`src/rtl/iomem_timer.sv`:
```
// Memory-mapped prescaled 32-bit down-counter with auto-reload, sticky expiry flag, tick and irq.
// Optional capture register and capture_in port are enabled by defining IOMEM_TIMER_CAPTURE_EN.
module iomem_timer #(
    parameter logic [31:0] BASE_ADDR  = 32'h0300_0000,
    parameter int unsigned PRESCALE_W = 16
) (
    input  logic        clk,
    input  logic        reset,
    input  logic        iomem_valid,
    output logic        iomem_ready,
    input  logic [31:0] iomem_addr,
    input  logic [31:0] iomem_wdata,
    input  logic [3:0]  iomem_wstrb,
    output logic [31:0] iomem_rdata,
    output logic        tick,
    output logic        irq
`ifdef IOMEM_TIMER_CAPTURE_EN
    ,
    input  logic        capture_in
`endif
);

    typedef enum logic [7:0] {
        REG_CTRL     = 8'h00,
        REG_PRESCALE = 8'h04,
        REG_COUNT    = 8'h08,
        REG_RELOAD   = 8'h0C,
        REG_STATUS   = 8'h10,
        REG_CAPTURE  = 8'h14
    } reg_off_e;

    function automatic logic [31:0] merge_bytes(input logic [31:0] old_v,
                                                input logic [31:0] wd,
                                                input logic [3:0]  ws);
        logic [31:0] r;
        r = old_v;
        for (int unsigned b = 0; b < 4; b++) begin
            if (ws[b]) r[8*b +: 8] = wd[8*b +: 8];
        end
        return r;
    endfunction

    logic                  en_q, en_d;
    logic                  ar_q, ar_d;
    logic                  ie_q, ie_d;
    logic [PRESCALE_W-1:0] prescale_q, prescale_d;
    logic [PRESCALE_W-1:0] pc_q, pc_d;
    logic [31:0]           count_q, count_d;
    logic [31:0]           reload_q, reload_d;
    logic                  exp_q, exp_d;
    logic                  tick_q, tick_d;
    logic                  ready_q;
    logic [31:0]           rdata_q, rdata_d;
    logic                  cap_bit;

    reg_off_e    off;
    logic        hit;
    logic        wr;
    logic        count_wr;
    logic        dec_evt;
    logic        expire;
    logic [31:0] prescale_ext;

`ifdef IOMEM_TIMER_CAPTURE_EN
    logic        cap_q, cap_d;
    logic [31:0] capture_q, capture_d;
    logic        cap_in_prev_q;
    logic        cap_evt;

    assign cap_evt = capture_in && !cap_in_prev_q;
    assign cap_bit = cap_q;
`else
    assign cap_bit = 1'b0;
`endif

    assign off          = reg_off_e'(iomem_addr[7:0]);
    assign hit          = iomem_valid && (iomem_addr[31:8] == BASE_ADDR[31:8]) && !ready_q;
    assign wr           = hit && (iomem_wstrb != 4'b0000);
    assign count_wr     = wr && (off == REG_COUNT);
    assign dec_evt      = en_q && (pc_q == prescale_q);
    // A bus write to COUNT on the decrement edge overrides the expiry entirely.
    assign expire       = dec_evt && (count_q == '0) && !count_wr;
    assign prescale_ext = 32'(prescale_q);

    always_comb begin
        en_d       = en_q;
        ar_d       = ar_q;
        ie_d       = ie_q;
        prescale_d = prescale_q;
        pc_d       = pc_q;
        count_d    = count_q;
        reload_d   = reload_q;
        exp_d      = exp_q;
        tick_d     = 1'b0;
`ifdef IOMEM_TIMER_CAPTURE_EN
        cap_d      = cap_q;
        capture_d  = capture_q;
        if (cap_evt) begin
            capture_d = count_q;
            cap_d     = 1'b1;
        end
`endif

        if (en_q) begin
            pc_d = dec_evt ? '0 : pc_q + PRESCALE_W'(1);
        end
        if (dec_evt) begin
            if (count_q != '0) begin
                count_d = count_q - 32'd1;
            end else if (ar_q) begin
                count_d = reload_q;
            end
        end
        if (expire) begin
            exp_d  = 1'b1;
            tick_d = 1'b1;
            if (!ar_q) en_d = 1'b0;
        end

        // Bus writes are applied last so they win over counter-side updates.
        if (wr) begin
            case (off)
                REG_CTRL: begin
                    if (iomem_wstrb[0]) begin
                        en_d = iomem_wdata[0];
                        ar_d = iomem_wdata[1];
                        ie_d = iomem_wdata[2];
                        if (iomem_wdata[0] && !en_q) pc_d = '0;
                    end
                end
                REG_PRESCALE: prescale_d = PRESCALE_W'(merge_bytes(prescale_ext, iomem_wdata, iomem_wstrb));
                REG_COUNT:    count_d    = merge_bytes(count_q, iomem_wdata, iomem_wstrb);
                REG_RELOAD:   reload_d   = merge_bytes(reload_q, iomem_wdata, iomem_wstrb);
                REG_STATUS: begin
                    if (iomem_wstrb[0] && iomem_wdata[0] && !expire) exp_d = 1'b0;
`ifdef IOMEM_TIMER_CAPTURE_EN
                    if (iomem_wstrb[0] && iomem_wdata[1] && !cap_evt) cap_d = 1'b0;
`endif
                end
                default: ;
            endcase
        end
    end

    always_comb begin
        rdata_d = '0;
        if (hit) begin
            case (off)
                REG_CTRL:     rdata_d = {29'b0, ie_q, ar_q, en_q};
                REG_PRESCALE: rdata_d = prescale_ext;
                REG_COUNT:    rdata_d = count_q;
                REG_RELOAD:   rdata_d = reload_q;
                REG_STATUS:   rdata_d = {30'b0, cap_bit, exp_q};
`ifdef IOMEM_TIMER_CAPTURE_EN
                REG_CAPTURE:  rdata_d = capture_q;
`endif
                default:      rdata_d = '0;
            endcase
        end
    end

    always_ff @(posedge clk) begin
        if (reset) begin
            en_q          <= 1'b0;
            ar_q          <= 1'b0;
            ie_q          <= 1'b0;
            prescale_q    <= '0;
            pc_q          <= '0;
            count_q       <= '0;
            reload_q      <= '0;
            exp_q         <= 1'b0;
            tick_q        <= 1'b0;
            ready_q       <= 1'b0;
            rdata_q       <= '0;
`ifdef IOMEM_TIMER_CAPTURE_EN
            cap_q         <= 1'b0;
            capture_q     <= '0;
            cap_in_prev_q <= 1'b0;
`endif
        end else begin
            en_q          <= en_d;
            ar_q          <= ar_d;
            ie_q          <= ie_d;
            prescale_q    <= prescale_d;
            pc_q          <= pc_d;
            count_q       <= count_d;
            reload_q      <= reload_d;
            exp_q         <= exp_d;
            tick_q        <= tick_d;
            ready_q       <= hit;
            rdata_q       <= rdata_d;
`ifdef IOMEM_TIMER_CAPTURE_EN
            cap_q         <= cap_d;
            capture_q     <= capture_d;
            cap_in_prev_q <= capture_in;
`endif
        end
    end

    assign iomem_ready = ready_q;
    assign iomem_rdata = rdata_q;
    assign tick        = tick_q;
    assign irq         = exp_q & ie_q;

endmodule

```
`config.mk`:
```
export PLATFORM = sky130hd
export DESIGN_NAME = iomem_timer
export DESIGN_NICKNAME = d
export VERILOG_FILES = /design/src/rtl/iomem_timer.sv
export SDC_FILE = /design/constraint.sdc
export NUM_CORES = 1
export LEC_CHECK = 0
export BUFFER_PORTS_ARGS = -buffer_cell sky130_fd_sc_hd__buf_2
export CORE_ASPECT_RATIO = 0.6
export CORE_MARGIN = 10
export CORE_UTILIZATION = 30
export CTS_CLUSTER_DIAMETER = 150
export DETAILED_ROUTE_END_ITERATION = 10
export GPL_TIMING_DRIVEN = 0
export MAX_ROUTING_LAYER = met4
export PLACE_DENSITY = 0.48
export SLEW_MARGIN = 30
export SYNTH_ARGS = -nofsm -noshare
export SYNTH_HDL_FRONTEND = slang
export SYNTH_SLANG_ARGS = --single-unit
export TNS_END_PERCENT = 50
```
`constraint.sdc`:
```
create_clock -name clk -period 3.3 [get_ports clk]
set_input_delay 0.33 -clock clk [delete_from_list [all_inputs] [get_ports clk]]
set_output_delay 0.33 -clock clk [all_outputs]
set_load 0.05 [all_outputs]
```
==> flow_metrics.py <==
metrics = {
    "drt": {
        "ant_nets": 0,
        "wl_per_cell_um": 22.5,
        "vias": 7209,
        "drcViolationCount": 0,
        "via_per_inst": 5.55,
        "first_pass_iters": 5,
        "drt_wl_total_um": 29200,
        "drtIter0Drc": 681,
    },
    "cts": {
        "post_cts_buffers": 0,
        "cts.path.max_buffers": 2,
        "cts.clk_slew.worst_paths_ps": 60,
        "clock_latency_ps": 430,
        "cts_tree": "built",
        "cts.sink_count": 134,
        "htree_num_levels": 4,
        "cts_root_buf": "clkbuf_16",
        "cts_inserted_buffers": 17,
    },
    "run": {
        "maxCapViolCount": 0,
    },
    "sta": {
        "max_freq_mhz": 319,
        "rsz0062_at_grt": "no",
        "finalSetupViolations": 0,
        "worst_pin_slew_ps": 993,
        "period_needed_ps": 3140,
        "finalCritPeriodShare_pct": 95.0,
        "skew_ps": 9.22,
        "max-slew-margin-rel_pct": 33.5,
        "slew_violations": 0,
        "final_hold_viol_count": 0,
    },
    "die": {
        "num_io_pins": 106,
        "die_area_um2": 30500,
        "core_um2": 23200,
        "start_util_pct": 30.6,
        "die_y_um": 139,
        "rows": 43,
        "die_w_um": 219,
    },
    "yosys": {
        "synth_cells": 851,
        "syn_nets": 925,
        "synth_edf_count": 0,
        "synthFlopType": "dfxtp_1",
        "netlist_area_um2": 7120,
        "syn_area_per_cell_um2": 8.36,
        "synth_seq_area_share_pct": 37.7,
        "async_flop_share_pct": 0,
        "synth_cell_types": 65,
        "yosysWarningCount": 0,
        "synth-seq-cells": 134,
    },
    "critical_path": {
        "reg2regPathDepth": 8,
        "rr_endpoint": "count_q[26]$_SDFFE_PP0P_",
        "worst_ep_arrival_time_ps": 3480,
        "reg2reg_slack_ps": 160,
        "cp_cell_sequence": "nor4_1 > nand2_1 > nor4_4 > clkbuf_1 > nand3_1 > o21ai_0 > nand3_1 > o21ai_0",
        "worstSetupStartpointType": "flop",
        "r2r_start": "count_q[17]$_SDFFE_PP0P_",
        "slowest_stage": "nor4_4",
        "critPathMaxStageDelay_ps": 660,
        "crit_path_max_fanout": 10,
        "crit_path_end_kind": "flop",
        "crit_required_ps": 3640,
        "critical_path_class": "reg -> reg",
    },
    "grt": {
        "grt_overflow": 0,
        "grt_first_pass_wirelength_um": 43400,
        "grt_pass1_vias": 6710,
        "antenna_found_initial": 1,
        "grt.total_usage_pct": 19.2,
        "grt_max_degree": 17,
    },
    "worst_hold_path": {
        "holdPathStages": 3,
        "hold_path_end": "reload_q[28]$_SDFFE_PP0P_",
        "hp-start": "iomem_wdata[28]",
        "hold_path.class": "in -> reg",
    },
    "status": {
        "status": "completed",
    },
    "cells_and_area": {
        "layout.nets": 1045,
        "layout.cells.non_filler": 1298,
        "syn2layout_area_growth_pct": 22.0,
        "fillerInstances": 2509,
        "fin_util_pct": 37.3,
        "final_layout_size_suffix_gt1_share_pct": 18.1,
    },
    "place": {
        "dp_hpwl_um": 22400,
        "io_buffers": 101,
        "routabilityCongestion": 0.971,
        "dpl.cell_count": 1267,
    },
    "power_and_ir_drop": {
        "power.density_nw_per_um2": 473,
        "leakagePower_nw": 3.28,
        "irDropWorstVdd_v": 0.000388,
    },
}
-- layout make-up --
cell class              count  area [um^2]  area share (%)
multi-input cells         655         4190            48.3
diodes                      1         2.50          0.0288
flip-flops and latches    134         2680            30.9
well taps                 315          394            4.54
clock inverters             9          176            2.03
repair buffers            101          505            5.82
inverters                  11         41.3           0.476
plain buffers              51          238            2.74
clock buffers              21          450            5.19
-- synth_stat cells (5+ instances only) --
master,number,share of area [%]
nor3_1,19,1.3
xnor2_1,13,1.6
and3_1,11,0.97
a31oi_1,12,1.1
buf_2,12,0.84
nor4_1,19,1.7
dfxtp_1,134,38
nor2_1,146,7.7
nand3_1,29,2.0
o211ai_1,9,0.95
o21a_1,5,0.53
nand2_1,59,3.1
mux2_2,14,2.2
a22oi_1,35,3.7
a211oi_1,16,1.7
inv_1,11,0.58
nand4_1,15,1.3
o21ai_0,45,3.2
and2_1,9,0.79
xor2_1,16,2.0
clkbuf_1,30,1.6
mux2i_1,71,10
a21oi_1,32,2.2
nor2b_1,7,0.62
-- cell families after synthesis --
| logic type | Yosys count | synth area share [%] |
|---|---|---|
| xor gates and xnor gates | 30 | 3.80 |
| AOI/OAI and AO/OA | 185 | 16.9 |
| buffers and inverters | 62 | 3.92 |
| and+or+nand+nor | 352 | 25.0 |
| DFF | 134 | 37.7 |
| muxes | 85 | 12.2 |
| adders and majority gates | 3 | 0.527 |
-- critical path: cells and delay by family, from the launching register on --
kind	cells	cell delay, ps
flip-flops	1	390
AO/OA/AOI/OAI	2	260
buffers and inverters	1	560
AND/OR/NAND/NOR	5	1830
-- layer usage --
metal / part of all wire, % / wire (um) / vias up / GRT usage (%)
met5: 0 / 0 / - / -
met4: 0.86 / 252 / 0 / 3.98
met3: 12 / 3560 / 23 / 7.38
met2: 35 / 10200 / 380 / 21.9
met1: 52 / 15200 / 3467 / 29.6
li1: - / - / 3339 / -
-- worst max path at each step --
stage	from	to	slack, ps	cells after the start
final	count_q[17]$_SDFFE_PP0P_	count_q[26]$_SDFFE_PP0P_	160	8
after detailed placement	iomem_addr[5]	count_q[21]$_SDFFE_PP0P_	-40	8
after global routing	count_q[17]$_SDFFE_PP0P_	count_q[26]$_SDFFE_PP0P_	30	8
after floorplan	iomem_addr[5]	count_q[3]$_SDFFE_PP0P_	830	7
after CTS	count_q[9]$_SDFFE_PP0P_	count_q[29]$_SDFFE_PP0P_	40	8
after global placement	iomem_addr[5]	count_q[21]$_SDFFE_PP0P_	-80	8
-- power by group --
| group | internal [mW] | switching [mW] |
|---|---|---|
| logic | 0.118 | 0.267 |
| registers | 1.62 | 0.00327 |
| clock network | 1.35 | 0.751 |
-- flip-flops by register name (all words and copies together), names as in the netlist --
register     count
reload_q        32
iomem_ready      1
pc_q            16
ie_q             1
en_q             1
iomem_rdata     32
exp_q            1
prescale_q      16
ar_q             1
tick             1
count_q         32
-- stage by stage --
step	power [mW]	hold WS (ps)	cell area, um^2	TNS, ps	worst slack [ps]
after floorplan	1.86	453	7120	0	835
after global placement	2.03	490	8020	-82.5	-82.5
after detailed placement	2.02	481	8030	-35.7	-35.7
after CTS	4.11	144	8660	0	44.6
after global routing	4.23	160	8680	0	29.1
final	4.11	151	8680	0	165
-- cells in the final DEF (no fill, tap or decap), types with 9 or more instances in the layout --
cell,n
inv_1,11
nor3_1,19
mux2i_1,71
clkbuf_16,17
xor2_1,16
a211oi_1,16
a21oi_1,32
mux2_2,14
nand3_1,29
buf_2,113
nand2_1,59
a31oi_1,12
nand4_1,15
and3_1,11
o211ai_1,9
and2_1,9
a22oi_1,35
clkbuf_1,33
o21ai_0,45
dfxtp_1,134
nor4_1,15
nor2_1,146
xnor2_1,13
-- repair_timing --
item                       CTS  global route
resized for setup            0             2
hold buffers                 0             0
setup endpoints to repair    0            18
hold endpoints to repair     0             0
No activity file was read; power rests on OpenSTA's default activity.
